File: config.mk
export PLATFORM = sky130hd
export DESIGN_NAME = cv32e40p_instr_obi_arbiter
export DESIGN_NICKNAME = d
export VERILOG_FILES = /design/src/rtl/cv32e40p_instr_obi_arbiter.sv
export SDC_FILE = /design/constraint.sdc
export NUM_CORES = 1
export LEC_CHECK = 0
export BUFFER_PORTS_ARGS = -buffer_cell sky130_fd_sc_hd__buf_2
export CELL_PAD_IN_SITES_DETAIL_PLACEMENT = 1
export CELL_PAD_IN_SITES_GLOBAL_PLACEMENT = 1
export CORE_UTILIZATION = 29
export DETAILED_ROUTE_END_ITERATION = 16
export GPL_ROUTABILITY_DRIVEN = 0
export GPL_TIMING_DRIVEN = 0
export PLACE_DENSITY_LB_ADDON = 0.1
export REMOVE_ABC_BUFFERS = 1
export SYNTH_ARGS = -nofsm -noshare
export SYNTH_HDL_FRONTEND = slang
export SYNTH_SLANG_ARGS = --single-unit
File: constraint.sdc
create_clock -name clk -period 2.3 [get_ports clk]
set_clock_uncertainty 0.2 [all_clocks]
set_input_delay 0.46 -clock clk [delete_from_list [all_inputs] [get_ports clk]]
set_output_delay 0.46 -clock clk [all_outputs]
set_load 0.02 [all_outputs]
File: src/rtl/cv32e40p_instr_obi_arbiter.sv
// cv32e40p_instr_obi_arbiter: shares the instruction OBI port between two fetch requesters,
// holding ungranted requests stable and routing responses in order via an owner-ID FIFO.
`default_nettype none

module cv32e40p_instr_obi_arbiter #(
  parameter int MAX_OUTSTANDING = 2,
  parameter int ARB_MODE        = 0
) (
  input  logic        clk,
  input  logic        rst_n,
  input  logic        r0_trans_valid_i,
  output logic        r0_trans_ready_o,
  input  logic [31:0] r0_trans_addr_i,
  output logic        r0_resp_valid_o,
  output logic [31:0] r0_resp_rdata_o,
  output logic        r0_resp_err_o,
  input  logic        r1_trans_valid_i,
  output logic        r1_trans_ready_o,
  input  logic [31:0] r1_trans_addr_i,
  output logic        r1_resp_valid_o,
  output logic [31:0] r1_resp_rdata_o,
  output logic        r1_resp_err_o,
  output logic        instr_req_o,
  input  logic        instr_gnt_i,
  output logic [31:0] instr_addr_o,
  input  logic        instr_rvalid_i,
  input  logic [31:0] instr_rdata_i,
  input  logic        instr_err_i,
  output logic        busy_o
);

  localparam int CW = $clog2(MAX_OUTSTANDING + 1);

  typedef enum logic {
    TRANSPARENT = 1'b0,
    HOLD        = 1'b1
  } state_e;

  state_e                     state_q, state_d;
  logic [31:0]                addr_q, addr_d;
  logic                       owner_q, owner_d;
  logic                       rr_last_q, rr_last_d;
  logic [MAX_OUTSTANDING-1:0] fifo_q, fifo_d;
  logic [CW-1:0]              cnt_q, cnt_d;
  logic [CW-1:0]              wr_idx;

  logic        room, sel, sel_valid, push, push_id, pop, head;
  logic [31:0] sel_addr;

  // Room uses the registered count so rvalid never reaches instr_req_o combinationally.
  assign room      = (cnt_q < CW'(MAX_OUTSTANDING));
  assign sel_valid = r0_trans_valid_i || r1_trans_valid_i;
  assign sel_addr  = sel ? r1_trans_addr_i : r0_trans_addr_i;
  assign head      = fifo_q[0];
  assign pop       = instr_rvalid_i && (cnt_q != '0);

  always_comb begin
    if (r0_trans_valid_i && r1_trans_valid_i) begin
      sel = (ARB_MODE == 1) ? 1'b0 : ~rr_last_q;
    end else begin
      sel = r1_trans_valid_i && !r0_trans_valid_i;
    end
  end

  always_comb begin
    state_d          = state_q;
    addr_d           = addr_q;
    owner_d          = owner_q;
    rr_last_d        = rr_last_q;
    instr_req_o      = 1'b0;
    instr_addr_o     = {sel_addr[31:2], 2'b00};
    r0_trans_ready_o = 1'b0;
    r1_trans_ready_o = 1'b0;
    push             = 1'b0;
    push_id          = sel;
    case (state_q)
      TRANSPARENT: begin
        instr_req_o      = sel_valid && room;
        r0_trans_ready_o = room && !sel;
        r1_trans_ready_o = room && sel;
        if (sel_valid && room) begin
          rr_last_d = sel;
          if (instr_gnt_i) begin
            push = 1'b1;
          end else begin
            state_d = HOLD;
            addr_d  = {sel_addr[31:2], 2'b00};
            owner_d = sel;
          end
        end
      end
      HOLD: begin
        instr_req_o  = 1'b1;
        instr_addr_o = addr_q;
        push_id      = owner_q;
        if (instr_gnt_i) begin
          push    = 1'b1;
          state_d = TRANSPARENT;
        end
      end
      default: state_d = TRANSPARENT;
    endcase
  end

  always_comb begin
    fifo_d = fifo_q;
    cnt_d  = cnt_q;
    wr_idx = cnt_q;
    if (pop) begin
      fifo_d = fifo_q >> 1;
      cnt_d  = cnt_q - 1'b1;
      wr_idx = cnt_q - 1'b1;
    end
    if (push) begin
      for (int i = 0; i < MAX_OUTSTANDING; i++) begin
        if (CW'(i) == wr_idx) fifo_d[i] = push_id;
      end
      cnt_d = cnt_d + 1'b1;
    end
  end

  always_ff @(posedge clk or negedge rst_n) begin
    if (!rst_n) begin
      state_q   <= TRANSPARENT;
      addr_q    <= '0;
      owner_q   <= 1'b0;
      rr_last_q <= 1'b1;
      fifo_q    <= '0;
      cnt_q     <= '0;
    end else begin
      state_q   <= state_d;
      addr_q    <= addr_d;
      owner_q   <= owner_d;
      rr_last_q <= rr_last_d;
      fifo_q    <= fifo_d;
      cnt_q     <= cnt_d;
    end
  end

  assign r0_resp_valid_o = pop && !head;
  assign r1_resp_valid_o = pop && head;
  assign r0_resp_rdata_o = r0_resp_valid_o ? instr_rdata_i : '0;
  assign r1_resp_rdata_o = r1_resp_valid_o ? instr_rdata_i : '0;
  assign r0_resp_err_o   = r0_resp_valid_o && instr_err_i;
  assign r1_resp_err_o   = r1_resp_valid_o && instr_err_i;
  assign busy_o          = (cnt_q != '0) || (state_q == HOLD);

`ifndef SYNTHESIS
  always_ff @(posedge clk) begin
    if (rst_n) begin
      assert (!(instr_rvalid_i && (cnt_q == '0)))
        else $error("instr_rvalid_i with no outstanding transaction");
    end
  end
`endif

endmodule

`default_nettype wire
=== Yosys cells after proc, flatten, opt, wreduce, memory -nomap -nowiden ===
Index checks and enable logic that the tools add are counted.

* Reductions and logical operators: 19
* Order comparisons: 1
* Add/subtract/negate cells: 2
* Eq/ne operators: 1
* Bitwise operators: 3
* Multiplexer cells: 21

{| class="wikitable"
|+ Operators with widths
! operator !! count
|-
| $mux 32 || 4
|-
| $logic_and 1x1->1 || 10
|-
| $mux 1 || 10
|-
| $mux 2 || 4
|-
| $pmux 1 s2 || 3
|-
| $logic_not 1->1 || 3
|-
| $not 1->1 || 3
|-
| $reduce_and 3->1 || 1
|-
| $add 2x1->2 const B || 1
|-
| $eq 1x2->1 const A || 1
|-
| $logic_not 2->1 || 1
|-
| $logic_or 1x1->1 || 2
|-
| $lt 2x2->1 const B || 1
|-
| $reduce_and 2->1 || 1
|-
| $reduce_bool 2->1 || 1
|-
| $sub 2x1->2 const B || 1
|}

* Output and inout port bits: 104
* Bits of input ports: 103
* Flip-flop bits (word level): 37

=== Logic depth before layout (Yosys ltp) ===
Gate-level depths: netlist of the first run.

* Depth in word-level cells: 6
* Mapped depth: 10

=== Worst setup path after synthesis of the first run ===
Ideal clock, no wire load.

* Kind: register to output
* Start point: reg cnt_q[1]
* End point: out r0_resp_rdata_o[22]
* Path slack: -103 ps
* Arrival: 1743 ps
* Cell stages (with the launch flop): 8
* Path through: dfrtp_1 > inv_1 > ha_1 > nand2b_1 > buf_2 > nor2_2 > clkbuf_1 > and2_1

* Longest elaborated chain between the ends: 4

{| class="wikitable"
|+ Ends and longest elaborated chain
! item !! RTL line !! text
|-
| start, declared || 44 || <nowiki>logic [CW-1:0] cnt_q, cnt_d;</nowiki>
|-
| start signal, assigned || 136 || <nowiki>cnt_q <= cnt_d;</nowiki>
|-
| $reduce_bool 2->1 || 55 || <nowiki>assign pop = instr_rvalid_i && (cnt_q != '0);</nowiki>
|-
| $logic_and 1x1->1 || 55 ||
|-
| $logic_and 1x1->1 || 140 || <nowiki>assign r0_resp_valid_o = pop && !head;</nowiki>
|-
| named net r0_resp_valid_o || 14 || <nowiki>output logic r0_resp_valid_o,</nowiki>
|-
| $mux 32 || 142 || <nowiki>assign r0_resp_rdata_o = r0_resp_valid_o ? instr_rdata_i : '0;</nowiki>
|-
| end, declared || 15 || <nowiki>output logic [31:0] r0_resp_rdata_o,</nowiki>
|}

The timed path passes the listed nets, and every way through them passes these cells.

=== Final worst setup path of the first run ===
* Start point: reg rr_last_q
* End point: out instr_addr_o[4]

* Longest elaborated chain between the ends: 4

{| class="wikitable"
|+ Ends and longest elaborated chain
! item !! RTL line !! text
|-
| start, declared || 42 || <nowiki>logic rr_last_q, rr_last_d;</nowiki>
|-
| start signal, assigned || 134 || <nowiki>rr_last_q <= rr_last_d;</nowiki>
|-
| $not 1->1 || 59 || <nowiki>sel = (ARB_MODE == 1) ? 1'b0 : ~rr_last_q;</nowiki>
|-
| $mux 1 || 58 || <nowiki>if (r0_trans_valid_i && r1_trans_valid_i) begin</nowiki>
|-
| $mux 32 || 53 || <nowiki>assign sel_addr = sel ? r1_trans_addr_i : r0_trans_addr_i;</nowiki>
|-
| $mux 32 || 76 || <nowiki>case (state_q)</nowiki>
|-
| end, declared || 25 || <nowiki>output logic [31:0] instr_addr_o,</nowiki>
|}

Every way passes these cells.

==> summary.md, run 1 <==
| Metric | Value |
|---|---|
| RSZ-0062 raised after global routing | `yes` |
| Worst slew pin tran | `between 0.8 and 0.9 ns` |
| Full die area | `10200 um^2` |
| Port Buf Inserts | `200` |
| Final wirelength | `approximately 11000 um` |
| Crit share post-route | `111%` |
| Failing checks | `setup timing` |
| CP bufs+invs | `2` |
| IO Count | `207` |
| Post-Layout Cell Count | `605` |
| Final hold violations | `0` |
| Minimum clock period | `2.56 ns` |
| Chip Width | `a little over 100 um` |
| P per Cell Area | `955 nW/um^2` |
| Syn Std Cell Area | `around 2900 um^2` |
| H-tree Lvls | `2` |
| Clk Latency, worst-skew pair | `between 0.2 and 0.3 ns` |
| Syn avg cell area | `about 11 um^2` |
| Startpoint types | `register` |
| Net count, final | `581` |
| Syn Inst Count | `251` |
| Starting density of the core | `a little over 30%` |
| CTS tree | `done` |
| Yosys warns | `0` |
| Final Power | `around 5 mW` |
| FF/Latch Area | `roughly 930 um^2` |
| Setup TNS | `-10.81 ns` |
| Vias per cell | `4.68` |
| Layout area overhead | `83.2%` |
| Core outline area | `between 9000 and 10000 um^2` |
| Critical path launch point | `rr_last_q` |
| Area post-placement | `approximately 4000 um^2` |
| Maximum Capacitance Violations | `0` |
| Clk slew on worst S/H paths | `approximately 0.070 ns` |
| CTS Buf Count | `5` |
| Post-Place Cells | `between 500 and 600` |
| Family with the most delay on the worst path | `flip-flops` |
| # diodes | `0` |
| Fill cell count | `around 1000` |
| Setup CP Type | `register to primary output` |
| Vias in the first global route | `3008` |
| Leakage | `between 2 and 3 nW` |
| Status | `finished with violations` |
| Post-DR wirelength/cell | `between 15 and 20 um` |
| Post-place setup slack | `-0.965 ns` |
| Setup-failing EPs final | `between 90 and 100` |
| CP max FO | `11` |
| Hold buffer count at cts | `0` |
| Worst hold path class | `input port to asynchronous set/reset pin` |
| Worst path cell trace | `a21boi_4 -> buf_12 -> mux2_4 -> mux2_2 -> buf_2` |
| Initial antenna violation count | `0` |
| Vias | `2830` |
| Final Util | `a little under three fifths` |
| Worst Path Arrival | `~1.9 ns` |
| Final Worst Setup Slack | `-0.257 ns` |
| ANT nets after route | `0` |
| First-pass GRT wire length | `~16000 um` |
| Setup crit end kind | `primary output` |
| Design area | `5230 um^2` |
| Share of layout cells above drive strength 1 | `a little under nine tenths` |
| Multi-input gate area in the final layout | `about 2100 um^2` |
| Iteration count of the initial detailed-routing pass | `3` |
| Die Y | `roughly 100 um` |
| Max_slew headroom | `around 43%` |
| Worst reg2reg startpoint | `cnt_q[1]` |
| Hold_ws | `slightly above 0.08 ns` |
| Slew Limit Fails | `0` |
| Dpl hpwl | `6480 um` |
| Seq cells post-synth | `37` |
| Clock buffer depth | `2` |
| 1st-iter DRT viols | `between 40 and 50` |
| FP Rows | `35` |
| Worst vdd ir | `approximately 0.00044 V` |
| Total GRT Usage | `20.5%` |
| CP max stage delay | `roughly 0.62 ns` |
| Max Fclk | `0.391 GHz` |
| CP max-delay cell | `dfstp_2` |
| Clock root buffer | `clkbuf_8` |
| CP required | `1.64 ns` |
| TritonCTS Sinks | `37` |
| Register area share after synthesis | `around a third` |
| Distinct cells, synth | `29` |
| Overflow after GRT | `0` |
| Largest net degree at the start of global routing | `38` |
| DRC violations left | `0` |
-- area by class of cell --
type,count,share of cell area (%)
Timing Repair Buffer,232,36.7
Tap cell,129,3.09
Clock buffer,8,1.72
Inverter,6,0.479
Multi-Input combinational cell,193,40.2
Sequential cell,37,17.8
-- path summary, 6_finish.rpt --
check / to / slack (ns) / cells past startpoint
max in group asynchronous: cnt_q[1] / 1.22 / 1
hold reg to reg: addr_q[25] / 0.31 / 1
setup reg to reg: fifo_q[0] / 0.22 / 9
setup / recovery: instr_addr_o[4] / -0.26 / 5
hold / removal: addr_q[25] / 0.08 / 1
min in group clk: state_q / 0.22 / 2
-- routing by layer --
layer / GRT usage, % / vias to the layer above / part of all wire, %
met5: 0 / - / 0
met4: 7.13 / 0 / 2.3
met3: 4.90 / 22 / 7.1
met2: 38.8 / 138 / 54
met1: 22.1 / 1373 / 37
li1: - / 1297 / -
-- logic make-up (layout without fill, tap and decap cells) --
family | count (synthesis) | after routing | synth area share [%]
compound gates | 8 | 9 | 2.19
xor+xnor | 2 | 2 | 0.614
fa+ha+maj | 3 | 3 | 1.32
buf+inv | 24 | 246 | 4.69
flops | 37 | 37 | 32.5
mux | 97 | 97 | 41.5
other cells | 1 | 2 | 0.131
simple gates | 79 | 80 | 17.1
-- cell usage in the layout (no fill, tap or decap), drive strengths merged, types with 3 or more instances in the layout --
master  instances
buf           232
mux2           92
and2           67
dfrtp          36
clkbuf          8
inv             6
mux2i           5
nand2           5
nor2            5
a21oi           4
ha              3
-- power by group --
part           internal [mW]  switching [mW]  total, mW
logic                   1.85            1.49       3.34
clock network          0.245           0.235      0.480
registers              0.982           0.194       1.18
-- synth_stat cells, drive strengths merged --
| master | number | share of area [%] |
|---|---|---|
| conb | 1 | 0.13 |
| inv | 6 | 0.79 |
| o21bai | 1 | 0.26 |
| nor3 | 1 | 0.18 |
| xor2 | 1 | 0.31 |
| nor2 | 4 | 0.61 |
| nand2 | 5 | 0.66 |
| nand2b | 1 | 0.22 |
| mux2 | 92 | 40 |
| dfrtp | 36 | 32 |
| clkbuf | 6 | 0.79 |
| and2 | 67 | 15 |
| a21bo | 1 | 0.35 |
| a21boi | 1 | 0.66 |
| ha | 3 | 1.3 |
| nor4 | 1 | 0.75 |
| a31oi | 1 | 0.22 |
| xnor2 | 1 | 0.31 |
| dfstp | 1 | 0.92 |
| a21oi | 4 | 0.70 |
| mux2i | 5 | 1.8 |
| buf | 12 | 3.1 |
-- flip-flops by register name, summed over array words and instances, names as in the netlist --
name and flops:
state_q 1, fifo_q 2, rr_last_q 1, addr_q 30
owner_q 1, cnt_q 2
-- what timing repair did --
action	in CTS	in global routing
buffers inserted	22	6
gates resized for setup	247	51
setup endpoints to repair	133	98
gates cloned	8	1
pin swaps	42	19
Power figures use the tool's default switching activity.
==> inputs of run 2 (changes only) <==
--- a/config.mk
+++ b/config.mk
@@ -8,7 +8,8 @@
 export BUFFER_PORTS_ARGS = -buffer_cell sky130_fd_sc_hd__buf_2
 export CELL_PAD_IN_SITES_DETAIL_PLACEMENT = 1
 export CELL_PAD_IN_SITES_GLOBAL_PLACEMENT = 1
-export CORE_UTILIZATION = 29
+export CORE_ASPECT_RATIO = 2
+export CORE_UTILIZATION = 27
 export DETAILED_ROUTE_END_ITERATION = 16
 export GPL_ROUTABILITY_DRIVEN = 0
 export GPL_TIMING_DRIVEN = 0
==> constraint.sdc (replaced) <==
create_clock -name clk -period 2.1 [get_ports clk]
set_clock_uncertainty 0.2 [all_clocks]
set_input_delay 0.42 -clock clk [delete_from_list [all_inputs] [get_ports clk]]
set_output_delay 0.42 -clock clk [all_outputs]
set_load 0.02 [all_outputs]
==> summary.md, run 2 (synthesized netlist as in run 1, its figures left out) <==
| Metric | Value |
|---|---|
| Max reg flops | `30 (unchanged)` |
| Final Util | `52.1% (was 55.8%)` |
| Clk Latency, worst-skew pair | `0.28 ns (was 0.29 ns)` |
| Status | `finished with violations (unchanged)` |
| Design area | `5320 um^2 (was 5230 um^2)` |
| Clk slew on worst S/H paths | `0.05 ns (was 0.07 ns)` |
| Power Internal | `3.58 mW (was 3.08 mW)` |
| Failing checks | `setup timing (unchanged)` |
| Worst Path Arrival | `1.87 ns (was 1.90 ns)` |
| Setup-failing EPs final | `100 (was 96)` |
| Overflow after GRT | `0 (unchanged)` |
| CP required | `1.48 ns (was 1.64 ns)` |
| ANT nets after route | `0 (unchanged)` |
| Seq pwr share | `22.4% (was 23.6%)` |
| Minimum clock period | `between 2 and 2.5 ns` |
| Worst vdd ir | `0.000547 V (was 0.000439 V)` |
| P_sw | `2.09 mW (was 1.91 mW)` |
| Port Buf Inserts | `200 (unchanged)` |
| Commonest non-fill, non-tap cell in the layout | `buf_2 (unchanged)` |
| Startpoint types | `register (unchanged)` |
| # diodes | `0 (unchanged)` |
| Dpl hpwl | `6820 um (was 6480 um)` |
| Clock power frac | `13.7% (was 9.6%)` |
| Total GRT Usage | `19.0% (was 20.5%)` |
| Share of layout cells above drive strength 1 | `86.9% (was 85.3%)` |
| RSZ-0062 raised after global routing | `yes (unchanged)` |
| Final wirelength | `10600 um (was 11000 um)` |
| Full die area | `11000 um^2 (was 10200 um^2)` |
| Final Power | `5.67 mW (was 4.99 mW)` |
| Clock buffer depth | `2 (unchanged)` |
| CP max-delay cell | `dfstp_2 (unchanged)` |
| Critical R2R Capture | `cnt_q[1] (was fifo_q[0])` |
| Worst reg2reg startpoint | `cnt_q[0] (was cnt_q[1])` |
| CP max stage delay | `0.39 ns (was 0.62 ns)` |
| Setup CP Type | `register to primary output (unchanged)` |
| Largest net degree at the start of global routing | `38 (unchanged)` |
| CTS tree | `done (unchanged)` |
| Vias in the first global route | `3094 (was 3008)` |
| Worst slew pin tran | `0.871 ns (was 0.862 ns)` |
| DRC violations left | `0 (unchanged)` |
| Flop2flop setup slack | `0.05 ns (was 0.22 ns)` |
| 1st-iter DRT viols | `25 (was 47)` |
| Core outline area | `10200 um^2 (was 9370 um^2)` |
| Starting density of the core | `27.9% (was 30.5%)` |
| Top flop regs | `addr_q x30, cnt_q x2, fifo_q x2 (unchanged)` |
| First-pass GRT wire length | `15800 um (was 16000 um)` |
| Post-DR wirelength/cell | `17.3 um (was 18.2 um)` |
| H-tree Lvls | `2 (unchanged)` |
| Die Y | `147 um (was 101 um)` |
| Crit share post-route | `119%` |
| Final Worst Setup Slack | `-0.389 ns (was -0.257 ns)` |
| Max Fclk | `0.402 GHz` |
| Setup crit end kind | `primary output (unchanged)` |
| Switch share | `36.8% (was 38.3%)` |
| Vias per cell | `4.63 (was 4.68)` |
| Net count, final | `579 (was 581)` |
| Area post-placement | `3980 um^2 (was 3960 um^2)` |
| FP Rows | `52 (was 35)` |
| Hold_ws | `0.0506 ns (was 0.0811 ns)` |
| Clock root buffer | `clkbuf_16 (was clkbuf_8)` |
| Slew Limit Fails | `0 (unchanged)` |
| Commonest non-fill, non-tap cells in the layout | `buf_2 (115), buf_6 (99), and2_4 (66) (was buf_2 (109), buf_6 (101), and2_4 (62))` |
| Worst path cell trace | `a21boi_4 -> buf_12 -> mux2_4 -> mux2_2 -> buf_2 (unchanged)` |
| Setup TNS | `-26.13 ns (was -10.81 ns)` |
| Max_slew headroom | `41.9% (was 42.5%)` |
| Reg2reg path depth | `8 (was 9)` |
| Largest Register | `addr_q (unchanged)` |
| CP max FO | `19 (was 11)` |
| Worst hold path class | `input port to asynchronous set/reset pin (unchanged)` |
| CTS Buf Count | `5 (unchanged)` |
| Initial antenna violation count | `0 (unchanged)` |
| IO Count | `207 (unchanged)` |
| Maximum Capacitance Violations | `0 (unchanged)` |
| Iteration count of the initial detailed-routing pass | `2 (was 3)` |
| P per Cell Area | `1070 nW/um^2 (was 955 nW/um^2)` |
| Leakage | `2.69 nW (was 2.67 nW)` |
| TritonCTS Sinks | `37 (unchanged)` |
| Vias | `2818 (was 2830)` |
| Chip Width | `74.7 um (was 101 um)` |
| Combinational Power Share | `63.9% (was 66.8%)` |
| Layout area overhead | `86.5% (was 83.2%)` |
| Final hold violations | `0 (unchanged)` |
-- run 2: cell types whose count changed in the layout (fill, tap and decap cells not counted), sizes merged --
cell / before / now
a21boi: 2 / 1
buf: 232 / 231
clkbuf: 8 / 7
clkinv: 0 / 1
-- run 2: cell type report --
| cell class | count | area (um^2) |
|---|---|---|
| clock buffers | 7 | 153 |
| clock inverters | 1 | 5.00 |
| fillers | 1083 | 4890 |
| inverters | 6 | 30.0 |
| multi-input cells | 192 | 2090 |
| flip-flops and latches | 37 | 928 |
| well taps | 135 | 169 |
| repair buffers | 231 | 1950 |
-- run 2: timing repair --
| item | 4_1_cts | 5_1_grt |
|---|---|---|
| setup buffers | 17 | 5 |
| resized for setup | 242 | 49 |
| endpoints found under the setup margin | 136 | 105 |
| pin swaps | 60 | 8 |
| hold buffers | 0 | 0 |
| gates cloned | 6 | 0 |
-- run 2: layer usage --
layer	part of all wire, %	GRT usage, %	up-vias	wire [um]
met4	3.5	7.36	0	371
met5	0	0	-	0
li1	-	-	1289	-
met3	6.9	3.89	22	729
met1	31	15.9	1357	3300
met2	58	39.4	150	6160
-- run 2: metrics by stage --
step           cells  setup WS (ns)
2_1_floorplan    234         -0.740
3_3_place_gp     569          -1.26
3_5_place_dp     573         -0.841
4_1_cts          604         -0.409
5_1_grt          609         -0.458
6_report         609         -0.389
-- run 2: worst max-delay path by stage --
| stage | from | end | slack, ns | cells after the start |
|---|---|---|---|---|
| finish | rr_last_q | instr_addr_o[14] | -0.39 | 5 |
| global route | rr_last_q | instr_addr_o[14] | -0.46 | 5 |
| CTS | rr_last_q | instr_addr_o[24] | -0.41 | 5 |
| detailed placement | cnt_q[1] | r0_resp_rdata_o[1] | -0.84 | 6 |
| global placement | cnt_q[1] | r1_resp_rdata_o[19] | -1.26 | 6 |
| floorplan | cnt_q[1] | r1_resp_err_o | -0.74 | 5 |
-- run 2: power groups by stage --
stage                     clock network, mW  registers, mW  logic, mW
final                                 0.779           1.27       3.62
after global placement                    0           1.25       2.49
after CTS                             0.814           1.27       3.40
after global routing                  0.840           1.32       3.87
after floorplan                           0           1.22       1.81
after detailed placement                  0           1.27       2.58
-- run 2: worst max-delay path: cells and delay by family (launching register included) --
| family | cells | cell delay [ns] |
|---|---|---|
| mux | 2 | 0.58 |
| flops | 1 | 0.39 |
| buf+inv | 2 | 0.38 |
| compound gates | 1 | 0.23 |
